<file path="config.mk">
export PLATFORM = sky130hd
export DESIGN_NAME = punc_control
export DESIGN_NICKNAME = d
export VERILOG_FILES = /design/src/rtl/punc_control.sv
export SDC_FILE = /design/constraint.sdc
export NUM_CORES = 1
export LEC_CHECK = 0
export CORE_ASPECT_RATIO = 0.8
export CORE_MARGIN = 2
export CORE_UTILIZATION = 37
export CTS_CLUSTER_DIAMETER = 80
export CTS_CLUSTER_SIZE = 16
export DETAILED_ROUTE_END_ITERATION = 10
export PLACE_DENSITY = 0.86
export SYNTH_ARGS = -nofsm -noshare
export SYNTH_HDL_FRONTEND = slang
export SYNTH_SLANG_ARGS = --single-unit
</file>
<file path="constraint.sdc">
create_clock -name clk -period 4.05 [get_ports clk]
set_input_delay 0.81 -clock clk [delete_from_list [all_inputs] [get_ports clk]]
set_output_delay 0.81 -clock clk [all_outputs]
set_load 0.01 [all_outputs]
</file>
<file path="src/rtl/punc_control.sv">
// punc_control: multi-cycle fetch/decode/execute sequencer for the PUnC LC3 datapath.
// Outputs are decoded combinationally from the current state, the instruction word
// and the n/z/p flags; only the state is registered.
//
// Ports:
//   clk, rst        clock, asynchronous active-high reset
//   ir              instruction word (stable from DECODE until the next FETCH)
//   n, z, p         datapath condition codes
//   pc_clr/inc/ld   PC clear, increment, load from ALU result
//   ir_ld           load IR from memory read port 0
//   addr_mem_sel    memory address: 00 PC, 01 ALU result, 10 store register
//   w_en_mem        memory write (data from RF read port 1)
//   w_rf_sel        RF write data: 00 PC, 01 memory data, 10 ALU result
//   w_en_rf         RF write enable
//   r_addr_0_rf, r_addr_1_rf, w_addr_rf  RF addresses
//   sext_data       sign-extended immediate
//   a_sel, b_sel    ALU operand selects
//   alu_sel         00 ADD, 01 AND, 10 PASS_A, 11 NOT
//   nzp_sel, nzp_ld flag source select and flag load
//   store_ld        capture memory read data into the store register
//   halted          high while in HALT
//
// Build option: define PUNC_ILLEGAL_HALT_EN to send opcodes 1000 and 1101 to HALT;
// otherwise they execute as no-ops.
module punc_control (
   input  logic        clk,
   input  logic        rst,
   input  logic [15:0] ir,
   input  logic        n,
   input  logic        z,
   input  logic        p,
   output logic        pc_clr,
   output logic        pc_inc,
   output logic        pc_ld,
   output logic        ir_ld,
   output logic [1:0]  addr_mem_sel,
   output logic        w_en_mem,
   output logic [1:0]  w_rf_sel,
   output logic        w_en_rf,
   output logic [2:0]  r_addr_0_rf,
   output logic [2:0]  r_addr_1_rf,
   output logic [2:0]  w_addr_rf,
   output logic [15:0] sext_data,
   output logic        a_sel,
   output logic        b_sel,
   output logic [1:0]  alu_sel,
   output logic        nzp_sel,
   output logic        nzp_ld,
   output logic        store_ld,
   output logic        halted
);

   typedef enum logic [2:0] {
      S_INIT, S_FETCH, S_DECODE, S_EXEC, S_EXEC2, S_SETCC, S_HALT
   } state_t;

   localparam logic [3:0] OP_BR   = 4'b0000;
   localparam logic [3:0] OP_ADD  = 4'b0001;
   localparam logic [3:0] OP_LD   = 4'b0010;
   localparam logic [3:0] OP_ST   = 4'b0011;
   localparam logic [3:0] OP_JSR  = 4'b0100;
   localparam logic [3:0] OP_AND  = 4'b0101;
   localparam logic [3:0] OP_LDR  = 4'b0110;
   localparam logic [3:0] OP_STR  = 4'b0111;
   localparam logic [3:0] OP_NOT  = 4'b1001;
   localparam logic [3:0] OP_LDI  = 4'b1010;
   localparam logic [3:0] OP_STI  = 4'b1011;
   localparam logic [3:0] OP_JMP  = 4'b1100;
   localparam logic [3:0] OP_LEA  = 4'b1110;
   localparam logic [3:0] OP_TRAP = 4'b1111;

   localparam logic [1:0] MEM_PC    = 2'b00;
   localparam logic [1:0] MEM_ALU   = 2'b01;
   localparam logic [1:0] MEM_STORE = 2'b10;

   localparam logic [1:0] RF_PC  = 2'b00;
   localparam logic [1:0] RF_MEM = 2'b01;
   localparam logic [1:0] RF_ALU = 2'b10;

   localparam logic [1:0] ALU_ADD  = 2'b00;
   localparam logic [1:0] ALU_AND  = 2'b01;
   localparam logic [1:0] ALU_PASS = 2'b10;
   localparam logic [1:0] ALU_NOT  = 2'b11;

   state_t state, state_nx;

   // Instruction fields and immediates
   logic [3:0]  opcode;
   logic [2:0]  dr, sr1, sr2;
   logic [15:0] sext5, sext6, sext9, sext11;
   logic        br_taken;

   assign opcode   = ir[15:12];
   assign dr       = ir[11:9];
   assign sr1      = ir[8:6];
   assign sr2      = ir[2:0];
   assign sext5    = {{11{ir[4]}},  ir[4:0]};
   assign sext6    = {{10{ir[5]}},  ir[5:0]};
   assign sext9    = {{7{ir[8]}},   ir[8:0]};
   assign sext11   = {{5{ir[10]}},  ir[10:0]};
   assign br_taken = (ir[11] & n) | (ir[10] & z) | (ir[9] & p);

   // State register
   always_ff @(posedge clk or posedge rst) begin
      if (rst) state <= S_INIT;
      else     state <= state_nx;
   end

   // Next-state and output decode
   always_comb begin
      state_nx     = state;
      pc_clr       = 1'b0;
      pc_inc       = 1'b0;
      pc_ld        = 1'b0;
      ir_ld        = 1'b0;
      addr_mem_sel = MEM_PC;
      w_en_mem     = 1'b0;
      w_rf_sel     = RF_PC;
      w_en_rf      = 1'b0;
      r_addr_0_rf  = 3'd0;
      r_addr_1_rf  = 3'd0;
      w_addr_rf    = 3'd0;
      sext_data    = 16'd0;
      a_sel        = 1'b0;
      b_sel        = 1'b0;
      alu_sel      = ALU_ADD;
      nzp_sel      = 1'b0;
      nzp_ld       = 1'b0;
      store_ld     = 1'b0;
      halted       = 1'b0;

      case (state)
         S_INIT: begin
            pc_clr   = 1'b1;
            state_nx = S_FETCH;
         end

         S_FETCH: begin
            ir_ld        = 1'b1;
            addr_mem_sel = MEM_PC;
            state_nx     = S_DECODE;
         end

         S_DECODE: begin
            pc_inc   = 1'b1;
            state_nx = S_EXEC;
         end

         S_EXEC: begin
            state_nx = S_FETCH;
            case (opcode)
               OP_ADD, OP_AND, OP_NOT: begin
                  a_sel       = 1'b1;
                  r_addr_0_rf = sr1;
                  b_sel       = ir[5];
                  if (ir[5]) sext_data   = sext5;
                  else       r_addr_1_rf = sr2;
                  if (opcode == OP_AND)      alu_sel = ALU_AND;
                  else if (opcode == OP_NOT) alu_sel = ALU_NOT;
                  else                       alu_sel = ALU_ADD;
                  w_rf_sel  = RF_ALU;
                  w_en_rf   = 1'b1;
                  w_addr_rf = dr;
                  nzp_ld    = 1'b1;
               end

               OP_BR: begin
                  b_sel     = 1'b1;
                  sext_data = sext9;
                  pc_ld     = br_taken;
               end

               OP_JMP: begin
                  a_sel       = 1'b1;
                  r_addr_0_rf = sr1;
                  alu_sel     = ALU_PASS;
                  pc_ld       = 1'b1;
               end

               // Link write samples the old PC, so JSRR R7 still jumps to the old R7
               OP_JSR: begin
                  w_en_rf   = 1'b1;
                  w_addr_rf = 3'd7;
                  w_rf_sel  = RF_PC;
                  pc_ld     = 1'b1;
                  if (ir[11]) begin
                     b_sel     = 1'b1;
                     sext_data = sext11;
                  end else begin
                     a_sel       = 1'b1;
                     r_addr_0_rf = sr1;
                     alu_sel     = ALU_PASS;
                  end
               end

               OP_LD, OP_LDR: begin
                  addr_mem_sel = MEM_ALU;
                  b_sel        = 1'b1;
                  if (opcode == OP_LDR) begin
                     a_sel       = 1'b1;
                     r_addr_0_rf = sr1;
                     sext_data   = sext6;
                  end else begin
                     sext_data   = sext9;
                  end
                  w_rf_sel  = RF_MEM;
                  w_en_rf   = 1'b1;
                  w_addr_rf = dr;
                  state_nx  = S_SETCC;
               end

               OP_LEA: begin
                  b_sel     = 1'b1;
                  sext_data = sext9;
                  w_rf_sel  = RF_ALU;
                  w_en_rf   = 1'b1;
                  w_addr_rf = dr;
               end

               OP_ST, OP_STR: begin
                  addr_mem_sel = MEM_ALU;
                  b_sel        = 1'b1;
                  if (opcode == OP_STR) begin
                     a_sel       = 1'b1;
                     r_addr_0_rf = sr1;
                     sext_data   = sext6;
                  end else begin
                     sext_data   = sext9;
                  end
                  r_addr_1_rf = dr;
                  w_en_mem    = 1'b1;
               end

               // Fetch the pointer; the indirect access happens in EXEC2
               OP_LDI, OP_STI: begin
                  addr_mem_sel = MEM_ALU;
                  b_sel        = 1'b1;
                  sext_data    = sext9;
                  store_ld     = 1'b1;
                  state_nx     = S_EXEC2;
               end

               OP_TRAP: state_nx = S_HALT;

               // Reserved opcodes 1000 and 1101
               default: begin
`ifdef PUNC_ILLEGAL_HALT_EN
                  state_nx = S_HALT;
`else
                  state_nx = S_FETCH;
`endif
               end
            endcase
         end

         S_EXEC2: begin
            addr_mem_sel = MEM_STORE;
            if (opcode == OP_LDI) begin
               w_rf_sel  = RF_MEM;
               w_en_rf   = 1'b1;
               w_addr_rf = dr;
               state_nx  = S_SETCC;
            end else begin
               r_addr_1_rf = dr;
               w_en_mem    = 1'b1;
               state_nx    = S_FETCH;
            end
         end

         // Flags for loads come from the freshly written destination register
         S_SETCC: begin
            r_addr_0_rf = dr;
            nzp_sel     = 1'b1;
            nzp_ld      = 1'b1;
            state_nx    = S_FETCH;
         end

         S_HALT: begin
            halted   = 1'b1;
            state_nx = S_HALT;
         end

         default: state_nx = S_INIT;
      endcase
   end

endmodule

</file>
==> impl_metrics.tcl <==
set metrics [dict create \
    cts-root-buf "clkbuf_4" \
    place_inst 215 \
    fin_tns_setup_ps 0 \
    drt-total-wl_um 3480 \
    dr.pass1.iters 4 \
    cts_max_level 1 \
    drive_gt1_share_pct 10.8 \
    synth.ff_latch_count 3 \
    rows 15 \
    wl_per_cell_um 15.9 \
    synth_common_cells "a21oi_1 (13), nand2_1 (13), nor2_1 (10)" \
    crit_type "in2out" \
    diodes 0 \
    hp-class "reg2reg" \
    crit_chain "clkdlybuf4s50_1 > buf_4 > nor2b_1 > o21a_1 > o31a_2 > a21oi_1 > clkdlybuf4s50_1" \
    r2r_cells 4 \
    synth.avg_cell_area_um2 6.42 \
    grt_pass1_wl_um 5330 \
    syn_nets 156 \
    via_per_inst 5.82 \
    clk_pin_slew_ps 30 \
    core_area_um2 2200 \
    crit_fanout 12 \
    max_slew_margin_pct 59.4 \
    synth-seq-area-share_pct 8.66 \
    die_h_um 47.3 \
    layout.nets 216 \
    grt-ovfl-total 0 \
    critPathTopFamily "buffers and inverters" \
    final_hold_viol_count 0 \
    io_buffers 63 \
    hold_buffers 0 \
    synth_edf_count 0 \
    min_period_ps 3900 \
    grt_pass1_vias 1138 \
    cts_buffer_depth 2 \
    antenna_left 0 \
    dieArea_um2 2750 \
    largest_reg_flops 3 \
    final_cells 219 \
    final-max-slew-violation-count 0 \
    reg2reg_from "state[2]" \
    synthesis.area_um2 867 \
    yosys.area.top_type "dfrtp_1" \
    setup_violations 0 \
    fin_crit_sh_pct 96.2 \
    reg2reg_slack_ps 2220 \
    dpl.hpwl_um 2840 \
    r2r-end "state[2]" \
    rsz0062_at_grt "false" \
    die_w_um 58.1 \
    cts_tree "built" \
    gp_congestion 0.902 \
    top_register "state" \
    tightest_slew_ps 608 \
    async_reset_ff_share_pct 100 \
    antenna_found_initial 0 \
    top_layer "met4" \
    biggestRegsByFlops "state x3" \
    crit_start "ir[14]" \
    netlist_instances 135 \
    start_kind "input port" \
    powerDensity_nw_per_um2 361 \
    first_iter_violations 69 \
    p_leak_uw 0.000606 \
    dr_total_vias 1275 \
    endpoint_kind "output port" \
    met2_length_um 1680 \
    layout.area.seq_um2 75.1 \
    num_io_pins 64 \
    placed_area_um2 1500 \
    start_util_pct 39.5 \
    cp.required_ps 3240 \
    synthTopCellsByArea "dfrtp_1 (8.7%), a21oi_1 (7.5%), a22o_1 (6.1%)" \
    max_freq_mhz 257 \
    run_status "finished clean" \
    wl_met1_um 1380 \
    slowest_delay_ps 680 \
    cp_common_cell "clkdlybuf4s50_1" \
    layout_setup_ws_ps 153 \
    grt_max_degree 16 \
    synth_ff_type "dfrtp_1" \
    maxCapViolations 0 \
    num-fill-cells 190 \
    arrival_ps 3090 \
    synthToLayoutAreaGrowth_pct 77.2 \
    critPathBufInv 3 \
    vdd_drop_max_uv 300 \
    cp_slowest_cell "clkdlybuf4s50_1" \
    track_usage_pct 25.7 \
    fin_area_um2 1540 \
    cts-buffers-inserted 3 \
    ys_warn_count 0 \
    cts.sinks 3 \
    multi_input_area_um2 679 \
    crit_end "w_addr_rf[2]" \
    cp.depth 7 \
    clock_latency_ps 230 \
    synth.distinct_cells 39 \
    dpl_worst_slack_ps 19.7 \
    drc 0 \
    finClkSkew_ps 0.560 \
    wl_met3_um 381 \
    synth_top_area_share_pct 8.66 \
]
-- power by group --
part / switching, uW / total, uW / leakage, uW / internal (uW)
combinational: 202 / 429 / 0.000554 / 227
clock: 14.5 / 51.3 / 0.0000150 / 36.8
sequential: 31.2 / 74.2 / 0.0000366 / 43.0
-- cell usage in the layout, fill, tap and decap left out, types with 2 or more instances in the layout --
cell type,instances
nor2_1,9
nor2b_1,6
nand3b_1,3
inv_1,5
nand3_1,6
dfrtp_1,3
nor4_1,3
a22oi_1,2
buf_4,10
clkdlybuf4s50_1,63
clkbuf_4,3
mux2_2,2
nor3_1,5
a311oi_1,2
a22o_1,6
a21bo_2,2
nand2_1,13
and3_1,2
nand2b_1,4
o21ai_0,4
a21oi_1,12
a211oi_1,2
nor3b_1,6
o21a_1,3
-- worst reg2reg max path, cell delays in order (launching register included) --
cell and delay [ps]:
dfrtp_1 510, nand3b_1 520, a2bb2oi_1 200, nor2_1 60, or3_1 390
-- per-stage QoR --
stage | hold slack [ps] | total power [uW] | util, %
floorplan | 557 | 302 | -
global placement | 612 | 481 | 68.5
detailed placement | 644 | 495 | 68.5
CTS | 657 | 552 | 69.7
global route | 687 | 588 | 70.0
finish | 661 | 554 | 70.0
-- routing by layer --
layer,up-vias,GRT usage (%)
met1,588,33.7
met4,0,10.2
met5,-,0
met2,76,43.0
met3,4,4.13
li1,607,-
-- worst min path at each step --
| stage | start | to | slack [ps] | cells after the start |
|---|---|---|---|---|
| 2_1_floorplan | rst | state[0] | 560 | 1 |
| 3_3_place_gp | state[0] | state[1] | 610 | 1 |
| 3_5_place_dp | state[0] | state[1] | 640 | 1 |
| 4_1_cts | state[0] | state[1] | 660 | 1 |
| 5_1_grt | state[0] | state[1] | 690 | 1 |
| 6_report | state[0] | state[1] | 660 | 1 |
-- layout make-up --
type / instances / share of cell area [%]
well taps: 25 / 2.04
clock buffers: 4 / 1.71
multi-input cells: 109 / 44.2
flip-flops and latches: 3 / 4.89
inverters: 5 / 1.22
repair buffers: 73 / 45.9
-- cell families (layout without fill, tap and decap cells) --
kind of cell    after synthesis  after routing  synth area share, %
mux                           2              2                 2.60
flops                         3              3                 8.66
buf+inv                      23             82                 13.7
compound gates               42             42                 33.9
simple gates                 65             65                 41.1
-- what timing repair did --
item                                    4_1_cts  5_1_grt
endpoints found under the hold margin         0        0
setup buffers                                 0        0
gates resized for setup                       0        3
endpoints found under the setup margin        0       11
(Power assumes the default switching activity.)
